`src/rtl/wb_pkg.sv`:
```
// Shared types and constants for the fake Wishbone write controller.
package wb_pkg;

  localparam int WB_DATA_WIDTH      = 8;
  localparam int WB_TXN_COUNT_WIDTH = 32;

  typedef enum logic [1:0] {
    GAP  = 2'd0,
    REQ  = 2'd1,
    DONE = 2'd2
  } wb_fake_state_t;

  // Increment that sticks at all-ones instead of wrapping.
  function automatic logic [WB_TXN_COUNT_WIDTH-1:0] sat_inc(
    input logic [WB_TXN_COUNT_WIDTH-1:0] v
  );
    return (v == '1) ? v : v + WB_TXN_COUNT_WIDTH'(1);
  endfunction

endpackage

```
`src/rtl/fifo_addr_gen.sv`:
```
// Wrap-around counter: resets to 0, steps by one on inc, wraps modulo 2^ADDR_WIDTH.
module fifo_addr_gen #(
  parameter int ADDR_WIDTH = 4
) (
  input  logic                  clk,
  input  logic                  rst,
  input  logic                  inc,
  output logic [ADDR_WIDTH-1:0] addr
);

  logic [ADDR_WIDTH-1:0] addr_reg;

  // Counter register; natural overflow gives the wrap.
  always_ff @(posedge clk) begin
    if (rst) begin
      addr_reg <= '0;
    end else if (inc) begin
      addr_reg <= addr_reg + ADDR_WIDTH'(1);
    end
  end

  assign addr = addr_reg;

endmodule

```
`src/rtl/wb_fake_ctrl.sv`:
```
// Wishbone classic write-stream source: single-beat writes of an incrementing
// data word, separated by IDLE_CYCLES idle cycles, optionally stopping after
// MAX_TXNS completions. Define WB_FAKE_CTRL_ASSERT_EN to build in protocol
// assertions and a data-wrap cover point.
module wb_fake_ctrl
  import wb_pkg::*;
#(
  parameter int DATA_WIDTH  = WB_DATA_WIDTH,
  parameter int IDLE_CYCLES = 2,
  parameter int MAX_TXNS    = 0
) (
  input  logic                          clk_i,
  input  logic                          rst_i,
  output logic                          cyc_o,
  output logic                          stb_o,
  output logic                          we_o,
  output logic [DATA_WIDTH-1:0]         dat_o,
  input  logic                          ack_i,
  output logic [WB_TXN_COUNT_WIDTH-1:0] txn_count,
  output logic                          done
);

  // Gap counter must hold the value IDLE_CYCLES itself.
  localparam int GAP_W = $clog2(IDLE_CYCLES + 2);
  localparam logic [GAP_W-1:0] GAP_LAST = GAP_W'(IDLE_CYCLES);
  localparam logic [WB_TXN_COUNT_WIDTH-1:0] MAX_CNT = WB_TXN_COUNT_WIDTH'(MAX_TXNS);

  wb_fake_state_t                  state_reg, state_next;
  logic [GAP_W-1:0]                gap_reg, gap_next;
  logic [WB_TXN_COUNT_WIDTH-1:0]   txn_reg, txn_next, txn_inc;
  logic [DATA_WIDTH-1:0]           data_cnt;
  logic                            req_active;

  assign req_active = (state_reg == REQ);

  // Data word source; advances only on an accepted strobe.
  fifo_addr_gen #(
    .ADDR_WIDTH(DATA_WIDTH)
  ) u_data_cnt (
    .clk  (clk_i),
    .rst  (rst_i),
    .inc  (ack_i && stb_o),
    .addr (data_cnt)
  );

  // State, gap counter and completion counter registers.
  always_ff @(posedge clk_i) begin
    if (rst_i) begin
      state_reg <= GAP;
      gap_reg   <= '0;
      txn_reg   <= '0;
    end else begin
      state_reg <= state_next;
      gap_reg   <= gap_next;
      txn_reg   <= txn_next;
    end
  end

  // Next-state logic. Leaving REQ into GAP preloads the gap counter with 1 so
  // the post-ack idle window is IDLE_CYCLES long, while the post-reset window
  // (counter starting at 0) is one cycle longer.
  always_comb begin
    state_next = state_reg;
    gap_next   = gap_reg;
    txn_next   = txn_reg;
    txn_inc    = sat_inc(txn_reg);
    unique case (state_reg)
      GAP: begin
        if (gap_reg >= GAP_LAST) begin
          state_next = REQ;
          gap_next   = '0;
        end else begin
          gap_next = gap_reg + GAP_W'(1);
        end
      end
      REQ: begin
        if (ack_i) begin
          txn_next = txn_inc;
          if ((MAX_TXNS != 0) && (txn_inc == MAX_CNT)) begin
            state_next = DONE;
          end else if (IDLE_CYCLES == 0) begin
            state_next = REQ;
          end else begin
            state_next = GAP;
            gap_next   = GAP_W'(1);
          end
        end
      end
      DONE: begin
        state_next = DONE;
      end
      default: begin
        state_next = GAP;
        gap_next   = '0;
      end
    endcase
  end

  // Bus outputs are decoded from registered state only; ack_i never reaches them.
  assign cyc_o     = req_active;
  assign stb_o     = req_active;
  assign we_o      = req_active;
  assign dat_o     = data_cnt;
  assign txn_count = txn_reg;
  assign done      = (state_reg == DONE);

`ifdef WB_FAKE_CTRL_ASSERT_EN
  a_stb_cyc: assert property (@(posedge clk_i) disable iff (rst_i) stb_o |-> cyc_o);
  a_we_stb: assert property (@(posedge clk_i) disable iff (rst_i) we_o == stb_o);
  a_dat_hold: assert property (@(posedge clk_i) disable iff (rst_i)
    (stb_o && !ack_i) |=> $stable(dat_o));
  a_done_idle: assert property (@(posedge clk_i) disable iff (rst_i)
    (state_reg == DONE) |-> !cyc_o);
  c_dat_wrap: cover property (@(posedge clk_i) disable iff (rst_i)
    (stb_o && ack_i && (dat_o == '1)) ##1 (dat_o == '0));
`else
  // Protocol checks not built in this configuration.
`endif

endmodule

```
`config.mk`:
```
export PLATFORM = sky130hd
export DESIGN_NAME = wb_fake_ctrl
export DESIGN_NICKNAME = d
export VERILOG_FILES = /design/src/rtl/wb_pkg.sv /design/src/rtl/fifo_addr_gen.sv /design/src/rtl/wb_fake_ctrl.sv
export SDC_FILE = /design/constraint.sdc
export NUM_CORES = 1
export LEC_CHECK = 0
export ABC_AREA = 1
export CAP_MARGIN = 30
export CORE_AREA = 2 2 74 76
export CTS_CLUSTER_DIAMETER = 200
export DETAILED_ROUTE_END_ITERATION = 12
export DIE_AREA = 0 0 76 78
export GPL_TIMING_DRIVEN = 0
export PLACE_DENSITY_LB_ADDON = 0.05
export SYNTH_ARGS = -nofsm -noshare
export SYNTH_HDL_FRONTEND = slang
export SYNTH_SLANG_ARGS = --single-unit
```
`constraint.sdc`:
```
create_clock -name clk_i -period 1.9 [get_ports clk_i]
set_input_delay 0.38 -clock clk_i [delete_from_list [all_inputs] [get_ports clk_i]]
set_output_delay 0.38 -clock clk_i [all_outputs]
set_load 0.02 [all_outputs]
```
==> metrics <==
Post-synth top cells 125 x nand2_1, 77 x nor2_1, 44 x dfxtp_1, 39 x inv_1, 18 x nand3_1; worst setup path class reg2out; maximum clock rate between 500 and 600 MHz; endpoint class of the critical path primary output; Num CTS Buffers 5; routability cong. ~0.94; initial antenna violation count 0; worst path required time 1.52 ns; Layout area overhead 25.08%; pwr/cell area between 500 and 600 nW/um2; Ports 47; htree depth 2; IO Port Bufs 45; clock skew after layout about 0.0071 ns; Synth Area per Inst ~6.6 um2; worst reg2reg path depth 10; NumNets Final roughly 460; fraction of registers with async set or reset after synthesis 0%; Placed Area 3182 um2; Antenna Nets Post-Route 0; Yosys top cell by area dfxtp_1; Synth top area share about a third; Worst-path clk slew 0.08 ns; relative slew slack about 51%; status finished, final reports clean; Max-Cap Viols 0; register bit total from synthesis 44; Tmin final approximately 1.8 ns; 1st-pass router iterations 5; DR vias/cell just over 5; CTS Buffer Depth 2; synthesized area between 2000 and 3000 um2; hold path depth 2; DRC violations left 0; Die Area 5928 um2; layout cells sized above 1 between 10% and 20%; Initial Util 52.43%; cell count along the critical path 1; n_diodes 0; GRT Util Overall 22.25%; Final Cell Area 3307 um2; max reg flops 32; Yosys Warn Count 0; wire length per cell 12.03 um; actual slew at the worst max-slew pin 0.7287 ns; pre-CTS worst setup slack -0.08243 ns; clock sinks between 40 and 50; crit share post-route a little over nine tenths; CP delay by family, top buffers and inverters; synth unique cells 31; row cnt 26; DRT iter0 DRCs approximately 160; Seq/Total Area, Yosys around a third; critical path arrival 1.44 ns; first-pass GRT wire length between 10,000 and 15,000 um; CP cell instances clkdlybuf4s50_1; Post-Route WL around 6300 um; CP max-delay cell clkdlybuf4s50_1; Fin. Hold Viols 0; vias ~2.7k; CTS tree done; Post-DP HPWL just under 5000 um; core area about 5000 um2; Startpoint Class flop; Synth area leaders dfxtp_1 33%, nand2_1 18%, nor2_1 11%, inv_1 5.5%, a21oi_2 5.0%; peak supply drop 0.3129 mV; vias in the first global route about 2.4k; Die Ht between 70 and 80 um; post-synth net total 408; hold-fix buffers at CTS 0; Lkg Pwr around 0.0012 uW; EDFF count, synth 0; CP peak stage delay around 0.66 ns; Final WS setup about 0.082 ns; setup violators final 0; Worst Path Buf+Inv 1; Hold Path Class in2reg; remaining global-route overflow 0; Gate Count Post-Synth approximately 400; most common flop cell mapped by yosys dfxtp_1; Slew Viols, Final 0; worst-skew pair later-pin latency roughly 0.30 ns; largest net degree at the start of global routing 14; Root Buffer clkbuf_8; most frequent cell after synthesis nand2_1; Design Power approximately 1700 uW; hold slack around 0.43 ns; Chip Width between 70 and 80 um; CP Max Fanout 7
routing by layer:
metal  track usage, %  up-vias  part of all wire [%]
met3            4.419        7                   5.9
met2            37.32       78                    46
met1            29.34     1211                    47
met4            6.000        0                   1.1
li1                 -     1363                     -
met5                0        -                     0
cells in the final DEF, fill, tap and decap left out, drive strengths merged:
cell type | netlist | routed
a21oi | 23 | 23
a31oi | 1 | 1
buf | 7 | 8
clkbuf | 4 | 11
clkdlybuf4s15 | 0 | 2
clkdlybuf4s50 | 0 | 41
clkinvlp | 0 | 1
dfxtp | 44 | 44
dlygate4sd2 | 0 | 1
dlymetal6s2s | 0 | 1
ha | 2 | 2
inv | 40 | 40
nand2 | 133 | 133
nand3 | 18 | 18
nand3b | 2 | 2
nand4 | 10 | 10
nor2 | 85 | 85
nor3 | 7 | 7
nor4b | 1 | 1
o211a | 1 | 1
o21ai | 9 | 9
o21bai | 1 | 1
xnor2 | 7 | 7
xor2 | 8 | 8
area by class of cell:
class,count,area [um2]
tap,70,87.58
fill,483,1735
sequential,44,888.4
buffer,11,72.57
timing repair buffer,46,459.2
clock inverter,1,7.507
clock buffer,7,86.33
multi-input combinational,308,1553
inverter,40,152.6
final timing paths:
check | startpoint | to | slack (ns)
worst min register to register | gap_reg[0]$_SDFFE_PP0P_ | gap_reg[1]$_SDFFE_PP0P_ | 0.49
worst max register to register | txn_count[16]$_SDFFE_PP0P_ | txn_count[1]$_SDFFE_PP0P_ | 0.14
worst max-delay path | txn_count[2]$_SDFFE_PP0P_ | txn_count[2] | 0.08
worst min-delay path | rst_i | txn_count[29]$_SDFFE_PP0P_ | 0.43
metrics by stage:
| stage | util, % | TNS, ns | instances |
|---|---|---|---|
| after floorplan | - | 0 | 403 |
| after global placement | 63.10 | -0.6684 | 518 |
| after detailed placement | 63.10 | -0.6640 | 518 |
| after CTS | 64.96 | 0 | 526 |
| after global routing | 65.58 | -0.01073 | 527 |
| final | 65.58 | 0 | 527 |
kinds of logic after synthesis:
family | share of synthesized area [%]
XOR/XNOR | 4.969
AND/OR/NAND/NOR | 43.16
adder cells (fa/ha/maj) | 0.9464
AO/OA/AOI/OAI | 9.087
buffers and inverters | 8.518
flip-flops | 33.32
power by group:
group          total, uW  switching (uW)  internal [uW]
Sequential           945            13.2            932
Clock                627             331            296
Combinational        120            76.0           44.0
Total               1690             420           1270
repair_timing:
action,CTS,global route
endpoints found under the setup margin,23,27
resized for setup,5,9
setup buffers,0,1
pin swaps,0,1
No activity file was read; power rests on OpenSTA's default activity.
